==> config.mk <==
export PLATFORM = sky130hd
export DESIGN_NAME = axilite_csr_write_ctrl
export DESIGN_NICKNAME = d
export VERILOG_FILES = /design/src/rtl/axilite_csr_write_ctrl.sv
export SDC_FILE = /design/constraint.sdc
export NUM_CORES = 1
export LEC_CHECK = 0
export CAP_MARGIN = 40
export CORE_ASPECT_RATIO = 1.75
export CORE_UTILIZATION = 30
export CTS_CLUSTER_DIAMETER = 150
export DETAILED_ROUTE_END_ITERATION = 7
export GPL_TIMING_DRIVEN = 0
export MAX_ROUTING_LAYER = met4
export PLACE_DENSITY_LB_ADDON = 0.3
export SKIP_LAST_GASP = 1
export SLEW_MARGIN = 25
export SYNTH_ARGS = -nofsm -noshare
export SYNTH_HDL_FRONTEND = slang
export SYNTH_SLANG_ARGS = --single-unit
==> constraint.sdc <==
create_clock -name clk -period 2.6 [get_ports clk]
set_input_delay 0.52 -clock clk [delete_from_list [all_inputs] [get_ports clk]]
set_output_delay 0.52 -clock clk [all_outputs]
set_load 0.005 [all_outputs]
==> src/rtl/axilite_csr_write_ctrl.sv <==
// AXI-Lite write front end: collects AW/W in any order, issues one CSR write, returns B.
// Optional CSR acknowledge timeout is enabled with `define AXILITE_WRITE_TIMEOUT_EN.
module axilite_csr_write_ctrl #(
  parameter int         ADDR_SIZE      = 32,
  parameter int         DATA_WIDTH     = 32,
  parameter int         TIMEOUT_CYCLES = 16,
  parameter logic [1:0] RESP_SLVERR    = 2'd2
) (
  input  logic                    clk,
  input  logic                    rst_n,
  input  logic [ADDR_SIZE-1:0]    s_awaddr,
  input  logic                    s_awvalid,
  output logic                    s_awready,
  input  logic [DATA_WIDTH-1:0]   s_wdata,
  input  logic [DATA_WIDTH/8-1:0] s_wstrb,
  input  logic                    s_wvalid,
  output logic                    s_wready,
  output logic [1:0]              s_bresp,
  output logic                    s_bvalid,
  input  logic                    s_bready,
  output logic [ADDR_SIZE-1:0]    addr,
  output logic                    addr_good,
  output logic [DATA_WIDTH-1:0]   wdata,
  output logic [DATA_WIDTH/8-1:0] wstrobe,
  output logic                    wvalid,
  input  logic                    csr_wready,
  input  logic [1:0]              csr_resp,
  input  logic                    csr_resp_valid
);

  localparam int STRB_W = DATA_WIDTH/8;

  typedef enum logic [1:0] {IDLE, ISSUE, RESP} state_e;

  state_e                state_q;
  logic                  awready_q, wready_q;
  logic                  aw_held_q, w_held_q;
  logic                  aw_held_d, w_held_d;
  logic                  aw_fire, w_fire;
  logic                  wvalid_q, bvalid_q;
  logic [1:0]            bresp_q;
  logic [ADDR_SIZE-1:0]  addr_q;
  logic [DATA_WIDTH-1:0] wdata_q;
  logic [STRB_W-1:0]     wstrb_q;
  logic                  timeout;

  // Readies are registered and only ever high in IDLE, so a fire implies IDLE.
  assign aw_fire   = awready_q & s_awvalid;
  assign w_fire    = wready_q & s_wvalid;
  assign aw_held_d = aw_held_q | aw_fire;
  assign w_held_d  = w_held_q | w_fire;

`ifdef AXILITE_WRITE_TIMEOUT_EN
  localparam int CNT_W = $clog2(TIMEOUT_CYCLES + 1);
  logic [CNT_W-1:0] cnt_q;

  assign timeout = (cnt_q == CNT_W'(TIMEOUT_CYCLES - 1));

  always_ff @(posedge clk or negedge rst_n) begin
    if (!rst_n)                cnt_q <= '0;
    else if (state_q != ISSUE) cnt_q <= '0;
    else                       cnt_q <= cnt_q + 1'b1;
  end
`else
  assign timeout = 1'b0;
`endif

  // The acknowledge strobe carries no information beyond csr_resp_valid.
  logic unused_ok;
  assign unused_ok = csr_wready ^ RESP_SLVERR[0] ^ TIMEOUT_CYCLES[0];

  always_ff @(posedge clk or negedge rst_n) begin
    if (!rst_n) begin
      state_q   <= IDLE;
      awready_q <= 1'b0;
      wready_q  <= 1'b0;
      aw_held_q <= 1'b0;
      w_held_q  <= 1'b0;
      wvalid_q  <= 1'b0;
      bvalid_q  <= 1'b0;
      bresp_q   <= 2'b00;
      addr_q    <= '0;
      wdata_q   <= '0;
      wstrb_q   <= '0;
    end else begin
      case (state_q)
        IDLE: begin
          if (aw_fire) addr_q <= s_awaddr;
          if (w_fire) begin
            wdata_q <= s_wdata;
            wstrb_q <= s_wstrb;
          end
          aw_held_q <= aw_held_d;
          w_held_q  <= w_held_d;
          if (aw_held_d && w_held_d) begin
            state_q   <= ISSUE;
            wvalid_q  <= 1'b1;
            awready_q <= 1'b0;
            wready_q  <= 1'b0;
          end else begin
            awready_q <= ~aw_held_d;
            wready_q  <= ~w_held_d;
          end
        end
        ISSUE: begin
          // A real response takes priority over a timeout in the same cycle.
          if (csr_resp_valid || timeout) begin
            bresp_q   <= csr_resp_valid ? csr_resp : RESP_SLVERR;
            wvalid_q  <= 1'b0;
            aw_held_q <= 1'b0;
            w_held_q  <= 1'b0;
            bvalid_q  <= 1'b1;
            state_q   <= RESP;
          end
        end
        RESP: begin
          if (s_bready) begin
            bvalid_q  <= 1'b0;
            awready_q <= 1'b1;
            wready_q  <= 1'b1;
            state_q   <= IDLE;
          end
        end
        default: state_q <= IDLE;
      endcase
    end
  end

  assign s_awready = awready_q;
  assign s_wready  = wready_q;
  assign s_bresp   = bresp_q;
  assign s_bvalid  = bvalid_q;
  assign addr      = addr_q;
  assign addr_good = wvalid_q;
  assign wdata     = wdata_q;
  assign wstrobe   = wstrb_q;
  assign wvalid    = wvalid_q;

endmodule

==> results of run 1 <==
## per-stage QoR
| stage | instance area (sq um) | setup TNS, ns |
|---|---|---|
| after floorplan | 2990 | 0 |
| after global placement | 4640 | -137.42 |
| after detailed placement | 4660 | 0 |
| after CTS | 5000 | 0 |
| after global routing | 5000 | 0 |
| final | 5000 | 0 |
## metal layers
metal | GRT usage, % | vias to the layer above | wire, microns
met5 | - | - | 0
met2 | 25.0 | 79 | 3810
met4 | 8.07 | 0 | 187
met1 | 14.8 | 1027 | 2640
li1 | - | 963 | -
met3 | 2.79 | 11 | 252
## worst max-delay path by stage
stage	startpoint	end	slack [ns]	cells after the start
5_1_grt	s_wvalid	wdata[29]	0.57	5
6_report	s_wvalid	wdata[24]	0.70	5
3_3_place_gp	rst_n	addr[20]	-1.77	1
2_1_floorplan	s_wvalid	wdata[13]	1.03	4
3_5_place_dp	s_wvalid	wdata[24]	0.35	5
4_1_cts	s_wvalid	wdata[24]	0.69	5
## power by group through the flow
stage               combinational [uW]  sequential (uW)  clock [uW]
detailed placement                2590             2170           0
global route                      2720             2240        1510
floorplan                          994             2210           0
CTS                               2600             2150        1460
global placement                  2550             2140           0
finish                            2540             2140        1420
## Yosys cell counts, drive strengths merged
cell and count:
dfrtp 78, mux2 70, buf 9, a21oi 5
nand2 4, inv 2, nand3b 2, nor3 2
o32a 2, o41ai 2, a21o 1, nor2 1
o21a 1, o31ai 1
## cells by family (layout without fill, tap and decap cells)
family / count (synthesis) / in the layout
and+or+nand+nor: 9 / 9
buffers and inverters: 11 / 177
DFF: 78 / 78
AOI/OAI and AO/OA: 12 / 12
muxes: 70 / 70
## critical path: stages
cell	delay, ns
clkdlybuf4s50_1	0.48
nand2_1	0.09
nor3_4	0.44
buf_6	0.24
mux2_2	0.34
## state kept, by name, indices dropped and copies added, names as in the netlist
register	flops
addr	32
addr_good	1
aw_held_q	1
s_awready	1
s_bresp	2
s_bvalid	1
s_wready	1
state_q	2
w_held_q	1
wdata	32
wstrobe	4
## layout make-up
cell class	instances	share of cell area (%)
tap	122	3.05
sequential	78	39.0
clock buffer	11	4.85
inverter	2	0.150
timing repair buffer	151	30.4
buffer	9	1.83
clock inverter	4	1.90
multi-input combinational	91	18.8
==> results.yml, run 1 <==
status:
  outcome: "completed"
place:
  placed_cells: 453
  gp_congestion: 0.744
  pre_cts_slack_ns: 0.351
  dp_hpwl_microns: 5190
  port_buffers: 150
setup_path:
  worstSetupPathType: "in2reg"
  rr_worst_depth: 4
  required_ns: 2.81
  rr_endpoint: "wdata[24]"
  startpoint_type: "primary input"
  arrival_ns: 2.11
  rr_startpoint: "state_q[1]"
  end_kind: "flip-flop"
  regToRegSetupSlack_ns: 0.91
  worst-path-max-fanout: 10
global_route:
  antenna_found_initial: 0
  grt_pass1_vias: 2157
  grt_first_pass_wirelength_microns: 10900
  overflow: 0
  grt_max_degree: 41
  grt_usage_pct: 14.3
clock_tree:
  cts_num_sinks: 78
  insertion_delay_ns: 0.33
  clkTransAtPathRegs_ns: 0.06
  ctsLongestPathBuffers: 2
  root_buffer: "clkbuf_16"
  cts.htree.levels: 3
  post_cts_resize_count: 0
  cts_made_buffers: 9
  cts_tree: "done"
  holdBufCountCts: 0
  post_cts_buffers: 0
floorplanning:
  die_h_microns: 134
  die_area_sq_um: 10400
  rows: 47
  ios: 152
  coreArea_sq_um: 9590
  die_w_microns: 77.5
  start_util_pct: 31.2
finish:
  layout_commonest_cell: "clkdlybuf4s50_1"
  n_fill_cell: 822
  fin_cells: 468
  drive_gt1_share_pct: 25.7
  finalCoreUtilization_pct: 52.2
  register_area_sq_um: 1950
  final_cell_mix: "clkdlybuf4s50_1 (149), dfrtp_1 (78), mux2_2 (62)"
  multiInputGateArea_sq_um: 940
  antenna_cells: 0
  area_delta_synth_final_pct: 67.2
  finalNetCount: 419
synth:
  synth_top_area_cell: "dfrtp_1"
  synth_compound_area_share_pct: 2.85
  synth_fp_nets: 257
  ys_types: 17
  syn_inst: 180
  yosys-top-cells-area: "dfrtp_1 (65%), mux2_2 (23%), mux2_1 (3.0%)"
  synth_top_family_by_area: "multiplexers"
  synth_area_per_cell_sq_um: 16.6
  seq_area_frac_synth_pct: 65.3
  ys_seq_elements: 78
  synth_fa_ha_area_share_pct: 0
  yosysTopAreaCellShare_pct: 65.3
  synthMuxAreaShare_pct: 26.4
  yosysWarnings: 0
  yosys.area_share.simple_pct: 2.22
  synth_xor_area_share_pct: 0
  netlist_area_sq_um: 2990
timing:
  hold_viol: 0
  hold_ws_ns: 0.165
  rsz0062_at_grt: "no"
  setup_violations: 0
  timing.final.ws_setup_ns: 0.699
  tightestPinTransition_ns: 0.547
  period_minus_slack_ns: 1.90
  relSlewSlack_pct: 63.4
  max_freq_ghz: 0.526
  period_share_pct: 73.1
  report.final.slew_viol_count: 0
  fin_skew_ns: 0.00608
power_and_ir_drop:
  p_clk_share_pct: 23.2
  switchingPower_uw: 1530
  seq_power_share_pct: 35.1
  p_leak_uw: 0.00205
  combPwrFrac_pct: 41.7
  switching_share_pct: 25.1
  power_uw: 6110
  p_int_uw: 4570
  powerDensity_nw_per_um2: 1220
  peakVddDrop_uv: 515
routing:
  postRouteAntennaNets: 0
  routed_wl_microns: 6890
  vias: 2080
  drt_iter0_drc: 42
  drc: 0
  post_drt_wl_per_cell_microns: 14.7
  drt_pass1_iterations: 4
  vias_per_cell: 4.44
min_path:
  min_path_type: "in2async"
run:
  cap_violations: 0
No activity file was read; power rests on OpenSTA's default activity.
==> inputs of run 2 (changes only) <==
clock period = 1.58 ns   (was 2.6 ns; I/O delays follow)
==> results.yml, run 2 (synthesis results as in run 1) <==
status:
  outcome: "completed"
floorplanning:
  ios: 152
  rows: 47
  start_util_pct: 31.2
  die_w_microns: 77.5
  die_area_sq_um: 10400
  die_h_microns: 134
  coreArea_sq_um: 9590
global_route:
  overflow: 0
  top_usage_layer: "met2"
  met1_usage_pct: 15.1
  grt_usage_pct: 14.6
  grtUsageMet2_pct: 25.5
  antenna_found_initial: 0
  grt_pass1_vias: 2189
  grt_use_met3_pct: 2.79
  grt_first_pass_wirelength_microns: 11100
  grt_max_degree: 41
timing:
  final.setup.tns_ns: 0
  report.final.slew_viol_count: 0
  hold_viol: 0
  rsz0062_at_grt: "no"
  fin_skew_ns: 0.00555
  tightestPinTransition_ns: 0.515
  max_freq_ghz: 0.653
  setup_violations: 0
  period_share_pct: 97.0
  period_minus_slack_ns: 1.53
  relSlewSlack_pct: 65.7
  timing.final.ws_setup_ns: 0.0478
routing:
  vias_per_cell: 4.43
  vias: 2101
  drt_pass1_iterations: 4
  drt_iter0_drc: 49
  post_drt_wl_per_cell_microns: 14.8
  postRouteAntennaNets: 0
  drc: 0
  routed_wl_microns: 7010
run:
  cap_violations: 0
clock_tree:
  insertion_delay_ns: 0.32
  root_buffer: "clkbuf_16"
  cts_made_buffers: 9
  ctsLongestPathBuffers: 2
  cts_num_sinks: 78
  cts_tree: "done"
  clkTransAtPathRegs_ns: 0.06
  cts.htree.levels: 3
power_and_ir_drop:
  p_int_uw: 7620
  p_leak_uw: 0.00210
  switching_share_pct: 25.1
  peakVddDrop_uv: 951
  seq_power_share_pct: 34.7
  combPwrFrac_pct: 42.4
  power_uw: 10200
  p_clk_share_pct: 22.9
  switchingPower_uw: 2560
  powerDensity_nw_per_um2: 2000
finish:
  area_delta_synth_final_pct: 70.0
  final_cell_mix: "clkdlybuf4s50_1 (146), dfrtp_1 (78), mux2_2 (62)"
  finalNetCount: 425
  n_fill_cell: 818
  fin_cells: 474
  antenna_cells: 0
  drive_gt1_share_pct: 27.0
  layout_commonest_cell: "clkdlybuf4s50_1"
setup_path:
  worst-path-max-fanout: 3
  crit_chain: "clkdlybuf4s50_1"
  path_buf_inv: 1
  worst_path_largest_cell_delay_ns: 0.52
  startpoint_type: "flip-flop"
  cp-startpoint: "addr_good"
  required_ns: 1.26
  cp_top_family: "buffers and inverters"
  worstSetupPathType: "reg2out"
  arrival_ns: 1.22
  rr_startpoint: "state_q[0]"
  end_kind: "output pin"
  crit_path_top_delay_cell: "clkdlybuf4s50_1"
place:
  dp_hpwl_microns: 5190
  pre_cts_slack_ns: -0.465
  gp_congestion: 0.744
  placed_cells: 453
  port_buffers: 150
min_path:
  min_path_type: "reg2reg"
  worstHoldStart: "aw_held_q"
[run 2: power by group through the flow]
stage / clock [uW] / sequential [uW] / combinational, uW
after floorplan: 0 / 3640 / 1640
after global placement: 0 / 3520 / 4200
after detailed placement: 0 / 3580 / 4260
after CTS: 2410 / 3540 / 4360
after global routing: 2490 / 3680 / 4620
final: 2330 / 3530 / 4320
[run 2: final cells by class]
class / instances / area [sq um] / area share, %
Sequential cell: 78 / 1950 / 38.4
Timing Repair Buffer: 157 / 1590 / 31.3
Multi-Input combinational cell: 91 / 942 / 18.5
Clock buffer: 11 / 243 / 4.77
Tap cell: 122 / 153 / 3.00
Buffer: 9 / 101 / 1.99
Clock inverter: 4 / 95.1 / 1.87
Inverter: 2 / 7.51 / 0.148
[run 2: worst paths after layout]
path,end,slack [ns],cells past startpoint
min in group asynchronous,s_bresp[0],0.51,2
max,addr_good,0.05,1
min reg2reg,aw_held_q,0.48,1
min,aw_held_q,0.48,1
max reg2reg,addr[15],0.09,5
max in group asynchronous,addr[22],0.48,3
[run 2: routing by layer]
layer | vias to the layer above | part of all wire [%]
met5 | - | 0
met3 | 13 | 3.7
met1 | 1031 | 38
li1 | 976 | -
met4 | 0 | 3.1
met2 | 81 | 55
[run 2: timing repair]
action	CTS	global route
setup endpoints to repair	60	59
gates cloned	0	0
pin swaps	2	1
hold buffers	1	0
hold endpoints to repair	39	0
resized for setup	2	6
setup buffers	4	1
[run 2: metrics by stage]
stage               cell area [sq um]  hold slack, ns  utilization, %
detailed placement               4660           0.321            48.6
floorplan                        2990          0.0204               -
global route                     5080           0.497            53.0
global placement                 4640           0.462            48.5
CTS                              5060           0.479            52.8
finish                           5080           0.477            53.0
